==> src/rtl/bsg_adder_accumulator_pkg.sv <==
// Shared types for the packet accumulator: FSM state encoding and the
// width of the ripple-carry adder used for the low accumulator bits.
package bsg_adder_accum_pkg;

   // eACCUM: taking words into the running sum; eDONE: holding a finished sum
   typedef enum logic [0:0] {
      eACCUM = 1'b0,
      eDONE  = 1'b1
   } state_e;

   localparam int adder_width_lp = 16;

endpackage

==> src/rtl/bsg_adder_accumulator_if.sv <==
// Stream-in / sum-out bundle of the packet accumulator.
//
// Handshake rules:
//   input side : a word transfers on a rising clk_i edge where v_i & ready_o;
//                last_i is only meaningful together with v_i.
//   output side: sum_o/items_o are valid while v_o=1 and stay stable until a
//                rising edge with yumi_i=1; yumi_i may only be raised while v_o=1.
interface bsg_adder_accumulator_if #(
   parameter int width_p = 16,
   parameter int els_p   = 8
);
   localparam int lg_els_lp = $clog2(els_p);
   localparam int cnt_w_lp  = $clog2(els_p + 1);

   logic [width_p-1:0]           data_i;
   logic                         v_i;
   logic                         last_i;
   logic                         ready_o;
   logic [width_p+lg_els_lp-1:0] sum_o;
   logic [cnt_w_lp-1:0]          items_o;
   logic                         v_o;
   logic                         yumi_i;

   // Producer/consumer side
   modport master (
      output data_i, v_i, last_i, yumi_i,
      input  ready_o, sum_o, items_o, v_o
   );

   // Accumulator side
   modport slave (
      input  data_i, v_i, last_i, yumi_i,
      output ready_o, sum_o, items_o, v_o
   );

endinterface

==> src/rtl/bsg_adder_accumulator_adder.sv <==
// Plain ripple-carry adder: carry-in tied to zero, carry-out exported so the
// accumulator can extend its sum above width_p bits.
module bsg_adder_ripple_carry #(
   parameter int width_p = 16
) (
   input  logic [width_p-1:0] a_i,
   input  logic [width_p-1:0] b_i,
   output logic [width_p-1:0] s_o,
   output logic               c_o
);

   logic [width_p:0] carry;

   assign carry[0] = 1'b0;

   // One full adder per bit, carry rippling from bit 0 upward
   for (genvar i = 0; i < width_p; i++) begin : g_bit
      assign s_o[i]       = a_i[i] ^ b_i[i] ^ carry[i];
      assign carry[i + 1] = (a_i[i] & b_i[i]) | (carry[i] & (a_i[i] ^ b_i[i]));
   end

   assign c_o = carry[width_p];

endmodule

==> src/rtl/bsg_adder_accumulator.sv <==
// Packet accumulator. Each accepted word is added to a running sum; the adder
// produces the low width_p bits and its carry-out bumps a small upper counter.
// A packet closes on last_i or on its els_p-th word, after which the sum is
// held on the output until the consumer yumis it.
module bsg_adder_accumulator
   import bsg_adder_accum_pkg::*;
#(
   parameter int width_p = 16,
   parameter int els_p   = 8
) (
   input  logic                          clk_i,
   input  logic                          reset_n_i,
   bsg_adder_accumulator_if.slave        bus,
   output state_e                        state_o
);

   localparam int lg_els_lp = $clog2(els_p);
   localparam int cnt_w_lp  = $clog2(els_p + 1);

   state_e                 state_r, state_n;
   logic [width_p-1:0]     acc_lo_r;
   logic [lg_els_lp-1:0]   acc_hi_r;
   logic [cnt_w_lp-1:0]    count_r;

   logic                   ready;
   logic                   accept;
   logic                   first_word;
   logic                   close_pkt;
   logic [width_p-1:0]     adder_a;
   logic [width_p-1:0]     adder_s;
   logic                   adder_c;
   logic [lg_els_lp-1:0]   hi_base;
   logic [lg_els_lp-1:0]   hi_next;
   logic [cnt_w_lp-1:0]    count_inc;

   assign ready      = (state_r == eACCUM);
   assign accept     = bus.v_i & ready;
   // count==0 marks the first word of a packet: the old sum is dropped by
   // feeding zero into the adder, so no separate clear cycle is needed
   assign first_word = (count_r == '0);
   assign adder_a    = first_word ? '0 : acc_lo_r;
   assign hi_base    = first_word ? '0 : acc_hi_r;
   assign hi_next    = hi_base + lg_els_lp'(adder_c);
   assign count_inc  = count_r + cnt_w_lp'(1);
   assign close_pkt  = bus.last_i | (count_inc == cnt_w_lp'(els_p));

   bsg_adder_ripple_carry #(
      .width_p (width_p)
   ) adder (
      .a_i (adder_a),
      .b_i (bus.data_i),
      .s_o (adder_s),
      .c_o (adder_c)
   );

   // State register
   always_ff @(posedge clk_i or negedge reset_n_i) begin
      if (!reset_n_i) begin
         state_r <= eACCUM;
      end else begin
         state_r <= state_n;
      end
   end

   // Next-state: close the packet on its final accepted word, reopen on yumi
   always_comb begin
      state_n = state_r;
      case (state_r)
         eACCUM: if (accept && close_pkt) state_n = eDONE;
         eDONE:  if (bus.yumi_i)          state_n = eACCUM;
         default: state_n = eACCUM;
      endcase
   end

   // Accumulator and item counter; the count is cleared when the sum is taken
   always_ff @(posedge clk_i or negedge reset_n_i) begin
      if (!reset_n_i) begin
         acc_lo_r <= '0;
         acc_hi_r <= '0;
         count_r  <= '0;
      end else if (accept) begin
         acc_lo_r <= adder_s;
         acc_hi_r <= hi_next;
         count_r  <= count_inc;
      end else if ((state_r == eDONE) && bus.yumi_i) begin
         count_r  <= '0;
      end
   end

   assign bus.ready_o = ready;
   assign bus.v_o     = (state_r == eDONE);
   assign bus.sum_o   = {acc_hi_r, acc_lo_r};
   assign bus.items_o = count_r;
   assign state_o     = state_r;

endmodule
==> src/flat_wrapper.sv <==
// flat-port wrapper written by rule: the top's interface ports become plain ports
module bsg_adder_accumulator_flat import bsg_adder_accum_pkg::*;
#(
   parameter int width_p = 16,
   parameter int els_p   = 8
)
  (clk_i, reset_n_i, state_o, bus_data_i, bus_v_i, bus_last_i, bus_yumi_i, bus_ready_o, bus_sum_o, bus_items_o, bus_v_o);
  bsg_adder_accumulator_if #(.width_p(width_p), .els_p(els_p)) bus_i ();
  input  logic clk_i;
  input  logic reset_n_i;
  output state_e state_o;
  input wire logic [$bits(bus_i.data_i)-1:0] bus_data_i;
  input wire logic [$bits(bus_i.v_i)-1:0] bus_v_i;
  input wire logic [$bits(bus_i.last_i)-1:0] bus_last_i;
  input wire logic [$bits(bus_i.yumi_i)-1:0] bus_yumi_i;
  output wire logic [$bits(bus_i.ready_o)-1:0] bus_ready_o;
  output wire logic [$bits(bus_i.sum_o)-1:0] bus_sum_o;
  output wire logic [$bits(bus_i.items_o)-1:0] bus_items_o;
  output wire logic [$bits(bus_i.v_o)-1:0] bus_v_o;
  assign bus_i.data_i = bus_data_i;
  assign bus_i.v_i = bus_v_i;
  assign bus_i.last_i = bus_last_i;
  assign bus_i.yumi_i = bus_yumi_i;
  assign bus_ready_o = bus_i.ready_o;
  assign bus_sum_o = bus_i.sum_o;
  assign bus_items_o = bus_i.items_o;
  assign bus_v_o = bus_i.v_o;
  bsg_adder_accumulator #(.width_p(width_p), .els_p(els_p)) u_core (.clk_i(clk_i), .reset_n_i(reset_n_i), .bus(bus_i), .state_o(state_o));
endmodule
==> config.mk <==
export PLATFORM = sky130hd
export DESIGN_NAME = bsg_adder_accumulator_flat
export DESIGN_NICKNAME = d
export VERILOG_FILES = /design/src/rtl/bsg_adder_accumulator_pkg.sv /design/src/rtl/bsg_adder_accumulator_if.sv /design/src/rtl/bsg_adder_accumulator_adder.sv /design/src/rtl/bsg_adder_accumulator.sv /design/src/flat_wrapper.sv
export SDC_FILE = /design/constraint.sdc
export NUM_CORES = 1
export LEC_CHECK = 0
export CORE_ASPECT_RATIO = 0.6
export CORE_MARGIN = 5
export CORE_UTILIZATION = 42
export DETAILED_ROUTE_END_ITERATION = 7
export GPL_ROUTABILITY_DRIVEN = 1
export GPL_TIMING_DRIVEN = 0
export PLACE_DENSITY = 0.87
export SETUP_SLACK_MARGIN = 0.02
export SLEW_MARGIN = 30
export SYNTH_ARGS = -nofsm -noshare
export SYNTH_HDL_FRONTEND = slang
export SYNTH_SLANG_ARGS = --single-unit
==> constraint.sdc <==
create_clock -name clk_i -period 7.7 [get_ports clk_i]
set_clock_uncertainty 0.2 [all_clocks]
set_input_delay 0.77 -clock clk_i [delete_from_list [all_inputs] [get_ports clk_i]]
set_output_delay 0.77 -clock clk_i [all_outputs]
set_load 0.05 [all_outputs]
# Word level (Yosys, flattened, before mapping)
# Index checks and enable logic that the tools add are counted.
# word_totals
reg_bits	24
inputBits	21
output_inout_bits	26
word_cells	98
# classes
n_addsub	2
n_eq_ne	1
n_mux	7
n_bitwise	80
reduce_logical	4
# op_table
op	count
$and 1x1->1	32
$xor 1x1->1	31
$mux 16	1
$or 1x1->1	16
$mux 4	2
$add 4x1->4 const B	1
$eq 4x4->1 const B	1
$logic_not 4->1	1
$add 3x1->3	1
$mux 3	1
$logic_and 1x1->1	2
$mux 1	2
$pmux 1 s2	1
$reduce_bool 2->1	1
$not 1->1	1

# Longest topological paths before layout
# Gate-level depths: netlist of run 1.
# depth
word_depth	34
mapped_depth	30

# Cells and area by module
# Synthesis of run 1 repeated with hierarchy kept, for this count alone.
# unflattened
cells_unflattened	125
area_unflattened_um2	1611.5
# by_module_without_submodules
mod	instances	cells_each	area_each_um2
bsg_adder_accumulator	1	99	1261.2
bsg_adder_ripple_carry	1	26	350.3

# Worst setup path before layout of run 1
# No wires, ideal clock.
# synth_timing
path_type	register -> register
startpoint	reg u_core.count_r[0] (netlist: u_core.bus.items_o[0])
endpoint	reg u_core.acc_hi_r[2]
setup_ps	78
arrival_time_ps	7152
required_ps	7422
setup_slack_ps	270
path_stages_with_launch	31
cell_sequence	dfrtp_1 -> inv_1 -> ha_1 -> nor3b_4 -> buf_2 -> nor2b_1 -> ha_1 -> inv_1 -> fa_1 -> fa_1 -> inv_1 -> fa_1 -> fa_1 -> fa_1 -> fa_1 -> fa_1 -> fa_1 -> fa_1 -> fa_1 -> fa_1 -> fa_1 -> fa_1 -> inv_1 -> fa_1 -> fa_1 -> inv_1 -> ha_1 -> ha_1 -> nand2_1 -> mux2i_1 -> a21oi_1
# synth_via
elab_chain_cells	34
elab_cells_between_ends	65
cone_classes	add/sub (1); mux (2); bitwise (61); reduce/logical (1)
# synth_rtl
element	line_no	source
start: declaration	bsg_adder_accumulator.sv:23	logic [cnt_w_lp-1:0] count_r;
start signal: assignment	bsg_adder_accumulator.sv:84	count_r <= count_inc;
$logic_not 4->1 *	bsg_adder_accumulator.sv:40	assign first_word = (count_r == '0);
$mux 16	bsg_adder_accumulator.sv:41	assign adder_a = first_word ? '0 : acc_lo_r;
$and 1x1->1 or $xor 1x1->1 (tied branches)	bsg_adder_accumulator_adder.sv:19	assign carry[i + 1] = (a_i[i] & b_i[i]) | (carry[i] & (a_i[i] ^ b_i[i]));
$and 1x1->1	bsg_adder_accumulator_adder.sv:19	
$or 1x1->1	bsg_adder_accumulator_adder.sv:19	
$and 1x1->1	bsg_adder_accumulator_adder.sv:19	
$or 1x1->1	bsg_adder_accumulator_adder.sv:19	
$and 1x1->1	bsg_adder_accumulator_adder.sv:19	
(+18 left out)	--	
$or 1x1->1	bsg_adder_accumulator_adder.sv:19	
$and 1x1->1	bsg_adder_accumulator_adder.sv:19	
$or 1x1->1	bsg_adder_accumulator_adder.sv:19	
$and 1x1->1	bsg_adder_accumulator_adder.sv:19	
$or 1x1->1	bsg_adder_accumulator_adder.sv:19	
$and 1x1->1	bsg_adder_accumulator_adder.sv:19	
$or 1x1->1	bsg_adder_accumulator_adder.sv:19	
$add 3x1->3 *	bsg_adder_accumulator.sv:43	assign hi_next = hi_base + lg_els_lp'(adder_c);
end signal: assignment	bsg_adder_accumulator.sv:83	acc_hi_r <= hi_next;
end: declaration	bsg_adder_accumulator.sv:22	logic [lg_els_lp-1:0] acc_hi_r;
# Mark *: on every way between the ends. The rest lies on a longest branch, timed or not.
# A chain may end at the register's enable or synchronous reset.

# Worst setup path after layout of run 1
# layout_timing
startpoint	reg u_core.count_r[1] (netlist: u_core.bus.items_o[1])
endpoint	reg u_core.acc_hi_r[2]
# The elaborated chain is that of the path after synthesis.

==> results of run 1 <==
-- sequential cells by signal, summed over array words and instances (netlist names) --
| register | count |
|---|---|
| u_core.acc_lo_r | 16 |
| u_core.bus.items_o | 4 |
| u_core.acc_hi_r | 3 |
| u_core.bus.v_o | 1 |
-- cells by family after synthesis --
kind of cell	Yosys count	share of synthesized area (%)
XOR/XNOR	1	0.577
AND/OR/NAND/NOR	76	23.1
flip-flops	24	39.5
buffers and inverters	18	6.09
adder cells (fa/ha/maj)	20	23.9
multiplexers	2	1.32
AO/OA/AOI/OAI	15	5.52
-- where the power goes --
part / leakage, nW / internal, mW / switching [mW]
registers: 0.301 / 0.178 / 0.0454
logic: 0.690 / 0.237 / 0.360
clock network: 0.0216 / 0.0350 / 0.0392
-- per-layer routing --
layer,global-route usage (%),vias up,wire length (um)
met4,1.97,0,10
met1,23.4,572,1650
li1,-,593,-
met5,0,-,0
met3,4.24,2,295
met2,22.4,50,1580
-- synth_stat cells --
master | instances | share of area [%]
nand2_1 | 55 | 14
dfrtp_1 | 24 | 40
fa_1 | 15 | 20
nor2b_1 | 12 | 4.9
inv_1 | 11 | 2.7
o21ai_1 | 6 | 2.0
ha_1 | 5 | 4.1
a21oi_1 | 4 | 1.3
and2b_1 | 4 | 2.0
buf_2 | 2 | 0.66
buf_4 | 2 | 0.99
buf_6 | 2 | 1.5
mux2i_1 | 2 | 1.3
nand3_1 | 2 | 0.66
o21ai_0 | 2 | 0.66
a22o_1 | 1 | 0.58
clkbuf_1 | 1 | 0.25
nand2b_1 | 1 | 0.41
nor2_1 | 1 | 0.25
nor3b_4 | 1 | 1.2
o211ai_1 | 1 | 0.49
o31ai_1 | 1 | 0.49
xor2_1 | 1 | 0.58
-- metrics by stage --
stage                     setup slack, ns  util, %  hold WS (ns)
final                               0.281     63.6         0.278
after CTS                          0.0291     62.0         0.301
after global routing              -0.0216     63.6         0.325
after detailed placement           -0.163     60.4         0.282
after floorplan                     0.270        -         0.274
after global placement            -0.0291     60.5         0.278
-- worst max-delay path by stage --
| stage | to | cells after the start |
|---|---|---|
| final | u_core.acc_hi_r[2] | 29 |
| after global routing | u_core.acc_hi_r[2] | 29 |
| after CTS | u_core.acc_hi_r[2] | 30 |
| after detailed placement | u_core.acc_hi_r[2] | 30 |
| after global placement | u_core.acc_hi_r[2] | 29 |
| after floorplan | u_core.acc_hi_r[2] | 30 |
-- worst max-delay path: cells and delay by family (launching register included) --
family | cells | cell delay (ns)
fa+ha+maj | 19 | 5.67
simple gates | 2 | 0.27
buf+inv | 6 | 0.47
compound gates | 1 | 0.08
flops | 1 | 0.43
mux | 1 | 0.16
-- layout make-up --
cell class / count / area share, %
inverters: 11 / 1.93
repair buffers: 52 / 23.4
plain buffers: 7 / 2.69
flip-flops and latches: 24 / 28.1
multi-input cells: 114 / 39.3
well taps: 45 / 2.63
clock buffers: 3 / 1.93
-- timing repair --
item                       in CTS  in global routing
setup buffers                   1                  5
gates resized for setup         2                  6
hold buffers                    0                  0
gates cloned                    0                  0
setup endpoints to repair       2                  3
==> results.toml, run 1 <==
[die]
dieArea_mm2 = 0.00496
die_h_um = 56.6
die_w_um = 87.6
start_util_pct = 45.2
pin_count = 47
num_rows = 16
core_area_mm2 = 0.00336

[setup_path]
timing.rr.start = "u_core.bus.items_o[1]"
r2r_cells = 29
cp_data_required_time_ns = 7.63
slowest_delay_ns = 0.43
end_kind = "flip-flop"
crit_path_start_kind = "flip-flop"
crit_arrival_ns = 7.35
startpoint = "u_core.bus.items_o[1]"
critPathSlowestCell = "dfrtp_1"
ff2ff_setup_slack_ns = 0.28
critical_path.max_fanout = 5
r2r_end = "u_core.acc_hi_r[2]"
crit_top_cell = "fa_1"
path_class = "reg2reg"

[grt]
grt_usage_pct = 15.4
antenna_found_initial = 0
grt_overflow_total = 0
grt_pass1_wl_um = 5870
grt_max_degree = 25
grt_pass1_vias = 1188

[placed_design]
dp_hpwl_um = 2810
dpl.cell_count = 247
dpl_cell_area_mm2 = 0.00203
port_buffers = 46
finalWeightedCongestion = 0.779

[cells_and_area]
layout.cells.non_filler = 256
final_common_cell = "nand2_1"
area_growth_pct = 40.8
drive_gt1_share_pct = 10.9
stdcell_area_mm2 = 0.00214
multi_input_area_um2 = 840
seq_area_um2 = 602
layout_common_cells = "nand2_1 (55), clkdlybuf4s50_1 (45), dfrtp_1 (23)"
final_net_count = 254
antenna_cells = 0
n_fill_cell = 293

[clocking]
cts_tree = "yes"
clock_sinks = 24
clockBufferDepth = 2
cts_root_buf = "clkbuf_8"
clock_latency_ns = 0.26
path_clk_slew_ns = 0.08
cts_inserted_buffers = 3
htree_levels = 1

[route]
vias = 1217
drt_iter0_drc = 43
ant_nets = 0
dr.pass1.iters = 4
viasPerCell = 4.75
wirelength_um = 3540
wl_per_cell_um = 13.8
drc = 0

[synthesis]
netlist_area_mm2 = 0.00152
synth_cells = 156
syn-num-nets = 197
synthDistinctLibCells = 23
yosysWarnings = 0
ys_ff_latch = 24
ys_seq_area_share_pct = 39.5
syn_avg_cell_area_um2 = 9.74

[timing]
tightest_slew_ns = 0.547
drv_slew = 0
tns_ns = 0
period_share_pct = 96.3
hold_viol = 0
max_slew_margin_pct = 63.5
setup-violations-final = 0
fmaxAchievable_ghz = 0.135
min_period_ns = 7.42

[run_status]
status = "finished clean"

[min_path]
hold_path.class = "in2async"

[pwr]
leakagePower_nw = 1.01
peakVddDrop_mv = 0.225
powerDensity_mw_per_mm2 = 418
power_uw = 894

[job]
drv_cap = 0
(Power assumes the default switching activity.)
==> run 2, diff against run 1 <==
--- a/config.mk
+++ b/config.mk
@@ -12,6 +12,7 @@
 export GPL_ROUTABILITY_DRIVEN = 1
 export GPL_TIMING_DRIVEN = 0
 export PLACE_DENSITY = 0.87
+export RECOVER_POWER = 50
 export SETUP_SLACK_MARGIN = 0.02
 export SLEW_MARGIN = 30
 export SYNTH_ARGS = -nofsm -noshare
==> run 2 against run 1 <==
  * Critical path depth stayed put
  * Total power is 0.73% lower
  * Setup slack gained 0.0062 ns
  * Sequential power about the same
  * Global-route usage stayed put
  * Via count is 0.16% lower
  * Wire length is 0.48% higher
  * Highest routed layer unchanged
  * Final cell count did not move
  * Fmax about the same
  * Critical path type unchanged
  * Flip-flop and latch count is the same
  * Utilization shrank 0.19 points
  * Cell area decreased by 0.29%
==> results.toml, run 2 (synthesis gave the netlist of run 1 again) <==
[cells_and_area]
final_common_cell = "nand2_1"
stdcell_area_mm2 = 0.00213
final_net_count = 254
antenna_cells = 0
area_growth_pct = 40.4
largest_register = "u_core.acc_lo_r"
layout_common_cells = "nand2_1 (55), clkdlybuf4s50_1 (38), dfrtp_1 (23)"
drive_gt1_share_pct = 9.48
largest_register_ff_count = 16

[route]
drc = 0
dr.pass1.iters = 4
vias = 1215
viasPerCell = 4.75
wl_per_cell_um = 13.9
drt_iter0_drc = 45
ant_nets = 0
wirelength_um = 3550

[timing]
tns_ns = 0
period_share_pct = 96.3
tightest_slew_ns = 1.33
hold_viol = 0
setup-violations-final = 0
whs_ns = 0.294
worst_slack_ns = 0.287
min_period_ns = 7.41
drv_slew = 0
max_slew_margin_pct = 11.4
fmaxAchievable_ghz = 0.135

[clocking]
cts_hold_buf = 0
clock_sinks = 24
cts_tree = "yes"
htree_levels = 1
clockBufferDepth = 2
cts_inserted_buffers = 3
path_clk_slew_ns = 0.08
clock_latency_ns = 0.27
cts_root_buf = "clkbuf_8"

[min_path]
hold_path.class = "reg2reg"

[setup_path]
cp_data_required_time_ns = 7.63
end_kind = "flip-flop"
crit_path_end = "u_core.acc_hi_r[2]"
crit_path_start_kind = "flip-flop"
crit_top_cell = "fa_1"
startpoint = "u_core.bus.items_o[1]"
critical_path.max_fanout = 5
r2r_cells = 29
path_class = "reg2reg"
crit_arrival_ns = 7.34
ff2ff_setup_slack_ns = 0.29
r2r_end = "u_core.acc_hi_r[2]"
critPathSlowestCell = "dfrtp_1"
slowest_delay_ns = 0.43
timing.rr.start = "u_core.bus.items_o[1]"

[pwr]
powerDensity_mw_per_mm2 = 416
swShare_pct = 50.1
power.net_switching_uw = 444
internal_power_uw = 443
seqPwrFrac_pct = 25.1
p_clk_share_pct = 8.5
peakVddDrop_mv = 0.221
leakagePower_nw = 1.01
comb_power_share_pct = 66.5

[run_status]
status = "finished clean"

[die]
pin_count = 47
die_w_um = 87.6
dieArea_mm2 = 0.00496
num_rows = 16
core_area_mm2 = 0.00336
start_util_pct = 45.2
die_h_um = 56.6

[job]
drv_cap = 0

[grt]
grt_pass1_wl_um = 5870
grt_max_degree = 25
grt_usage_pct = 15.4
antenna_found_initial = 0
grt_overflow_total = 0
grt_pass1_vias = 1188

[placed_design]
pre_cts_ws_ns = -0.163
dpl_cell_area_mm2 = 0.00203
port_buffers = 46
finalWeightedCongestion = 0.779
dp_hpwl_um = 2810
-- run 2: changes by cell type in the layout (fill, tap and decap cells not counted), sizes merged --
cell	previous run	this run
clkdlybuf4s50	45	38
buf	13	10
clkbuf	4	7
dlygate4sd3	0	7
-- run 2: critical path, delay by kind of cell (launching register included) --
| family | cells | cell delay [ns] |
|---|---|---|
| adder cells (fa/ha/maj) | 19 | 5.66 |
| buffers and inverters | 6 | 0.47 |
| multiplexers | 1 | 0.16 |
| AND/OR/NAND/NOR | 2 | 0.27 |
| flip-flops | 1 | 0.43 |
| AO/OA/AOI/OAI | 1 | 0.08 |
-- run 2: repair_timing --
action / CTS / global route
endpoints found under the setup margin: 2 / 3
resized for setup: 2 / 6
buffers inserted: 1 / 5
-- run 2: per-stage QoR --
stage / instances / power (mW) / util [%]
2_1_floorplan: 156 / 0.605 / -
3_3_place_gp: 247 / 0.771 / 60.5
3_5_place_dp: 247 / 0.792 / 60.4
4_1_cts: 251 / 0.876 / 62.0
5_1_grt: 256 / 0.952 / 63.4
6_report: 256 / 0.887 / 63.4
-- run 2: power by group through the flow --
stage               registers, mW  logic [mW]  clock network (mW)
floorplan                   0.396       0.209                   0
global placement            0.225       0.546                   0
detailed placement          0.226       0.566                   0
CTS                         0.225       0.575              0.0756
global route                0.231       0.640              0.0812
finish                      0.222       0.590              0.0752
-- run 2: final cells by class --
| type | count | area (um^2) |
|---|---|---|
| sequential | 24 | 602 |
| tap | 45 | 56.3 |
| buffer | 7 | 52.6 |
| multi-input combinational | 114 | 840 |
| inverter | 11 | 41.3 |
| fill | 292 | 1230 |
| clock buffer | 3 | 41.3 |
| timing repair buffer | 52 | 499 |
-- run 2: worst min path at each step --
stage,startpoint,end,slack [ns],cells after the start
after floorplan,reset_n_i,u_core.acc_hi_r[0],0.27,0
after global placement,u_core.acc_lo_r[11],u_core.acc_lo_r[11],0.28,2
after detailed placement,u_core.acc_lo_r[13],u_core.acc_lo_r[13],0.28,2
after CTS,reset_n_i,u_core.acc_lo_r[5],0.30,1
after global routing,u_core.acc_lo_r[0],u_core.acc_lo_r[0],0.32,2
final,u_core.acc_lo_r[0],u_core.acc_lo_r[0],0.29,2
-- run 2: metal layers --
| layer | vias to the layer above | part of all wire [%] | global-route usage [%] |
|---|---|---|---|
| met5 | - | 0 | 0 |
| met4 | 0 | 0.28 | 1.97 |
| met3 | 2 | 8.0 | 4.24 |
| met2 | 43 | 44 | 22.4 |
| met1 | 576 | 48 | 23.4 |
| li1 | 594 | - | - |
==> run 3, diff against run 2 <==
--- a/config.mk
+++ b/config.mk
@@ -7,11 +7,11 @@
 export LEC_CHECK = 0
 export CORE_ASPECT_RATIO = 0.6
 export CORE_MARGIN = 5
-export CORE_UTILIZATION = 42
+export CORE_UTILIZATION = 50
 export DETAILED_ROUTE_END_ITERATION = 7
 export GPL_ROUTABILITY_DRIVEN = 1
 export GPL_TIMING_DRIVEN = 0
-export PLACE_DENSITY = 0.87
+export PLACE_DENSITY = 0.95
 export RECOVER_POWER = 50
 export SETUP_SLACK_MARGIN = 0.02
 export SLEW_MARGIN = 30
==> constraint.sdc (replaced) <==
create_clock -name clk_i -period 9 [get_ports clk_i]
set_clock_uncertainty 0.2 [all_clocks]
set_input_delay 0.9 -clock clk_i [delete_from_list [all_inputs] [get_ports clk_i]]
set_output_delay 0.9 -clock clk_i [all_outputs]
set_load 0.05 [all_outputs]
==> run 3 against run 2 <==
  * Critical path depth up 1
  * Worst hold slack better by 0.0078 ns
  * Total power decreased by 17%
  * First-iteration DRC count up 31%
  * Utilization up 7.9 points
  * Sequential power decreased by 13%
  * Critical endpoint unchanged
  * Highest routed layer unchanged
==> results.toml, run 3 (synthesis gave the netlist of run 1 again) <==
[run_status]
status = "finished clean"

[grt]
grt_pass1_wl_um = 6070
grt_max_degree = 25
grt_overflow_total = 0
grt_usage_pct = 19.1
grt_pass1_vias = 1239
antenna_found_initial = 0

[setup_path]
cp_data_required_time_ns = 8.99
crit_top_cell = "fa_1"
critPathSlowestCell = "dfrtp_1"
path_class = "reg2reg"
slowest_delay_ns = 0.44
crit_path_start_kind = "flip-flop"
crit_arrival_ns = 8.03
ff2ff_setup_slack_ns = 0.96
end_kind = "flip-flop"
critical_path.max_fanout = 10

[cells_and_area]
final_common_cell = "nand2_1"
largest_register_ff_count = 16
largest_register = "u_core.acc_lo_r"
area_growth_pct = 35.7
final_net_count = 248
drive_gt1_share_pct = 3.41
layout_common_cells = "nand2_1 (55), clkdlybuf4s50_1 (38), dfrtp_1 (24)"
antenna_cells = 0

[timing]
tightest_slew_ns = 1.27
hold_viol = 0
drv_slew = 0
period_share_pct = 89.4
fmaxAchievable_ghz = 0.124
setup-violations-final = 0
min_period_ns = 8.04
rsz0062_at_grt = "false"
tns_ns = 0
max_slew_margin_pct = 15.5

[clocking]
path_clk_slew_ns = 0.08
clock_sinks = 24
cts_inserted_buffers = 3
postCtsResizedCells = 0
cts_setup_buffers = 0
cts_hold_buf = 0
clockBufferDepth = 2
htree_levels = 1
cts_root_buf = "clkbuf_8"
cts_tree = "yes"
clock_latency_ns = 0.26

[route]
viasPerCell = 4.83
drc = 0
vias = 1194
ant_nets = 0
dr.pass1.iters = 4
drt_iter0_drc = 59
wirelength_um = 3660
wl_per_cell_um = 14.8

[placed_design]
port_buffers = 46
finalWeightedCongestion = 0.789
dp_hpwl_um = 2910

[die]
dieArea_mm2 = 0.00428
num_rows = 15
die_h_um = 52.7
core_area_mm2 = 0.00289
start_util_pct = 52.6
die_w_um = 81.2
pin_count = 47

[pwr]
power_uw = 733
powerDensity_mw_per_mm2 = 356
leakagePower_nw = 0.980
peakVddDrop_mv = 0.194

[min_path]
hold_path.class = "reg2reg"

[job]
drv_cap = 0
[run 3: metal layers]
metal / vias to the layer above / track usage, % / share of wire, %
li1: 585 / - / -
met3: 4 / 6.36 / 8.1
met5: - / 0 / 0
met4: 0 / 2.81 / 0.52
met2: 42 / 30.2 / 45
met1: 563 / 26.1 / 46
[run 3: path summary, 6_finish.rpt]
kind                                  startpoint            endpoint  cells after the start
setup reg to reg           u_core.bus.items_o[0]  u_core.acc_hi_r[2]                     30
min in group asynchronous              reset_n_i  u_core.acc_lo_r[4]                      1
max in group asynchronous              reset_n_i  u_core.acc_hi_r[1]                      1
hold reg to reg               u_core.acc_lo_r[4]  u_core.acc_lo_r[4]                      2
hold / removal                u_core.acc_lo_r[4]  u_core.acc_lo_r[4]                      2
setup / recovery           u_core.bus.items_o[0]  u_core.acc_hi_r[2]                     30
[run 3: metrics by stage]
stage	instance area (um^2)	std cells	utilization [%]	hold slack (ns)	setup WS, ns
finish	2060	247	71.3	0.302	0.956
global route	2060	247	71.3	0.339	0.611
CTS	2070	247	71.6	0.308	1.11
detailed placement	2030	244	70.1	0.287	1.15
global placement	2030	244	70.3	0.277	1.33
floorplan	1520	156	-	0.404	1.57
[run 3: critical path, delay by kind of cell, from the launching register on]
family                   cells  cell delay [ns]
adder cells (fa/ha/maj)     19             5.86
buffers and inverters        6             0.76
AND/OR/NAND/NOR              3             0.49
flip-flops                   1             0.44
AO/OA/AOI/OAI                1             0.15
multiplexers                 1             0.06
[run 3: final cells by class]
class,count,area (um^2)
Multi-Input combinational cell,114,826
Inverter,11,41.3
Buffer,7,45.0
Tap cell,42,52.6
Sequential cell,24,601
Clock buffer,3,41.3
Fill cell,236,830
Timing Repair Buffer,46,454
[run 3: power by group]
part / internal [mW] / total (mW) / switching [mW]
Clock: 0.0299 / 0.0621 / 0.0322
Combinational: 0.174 / 0.478 / 0.304
Sequential: 0.152 / 0.193 / 0.0415
Total: 0.356 / 0.733 / 0.378
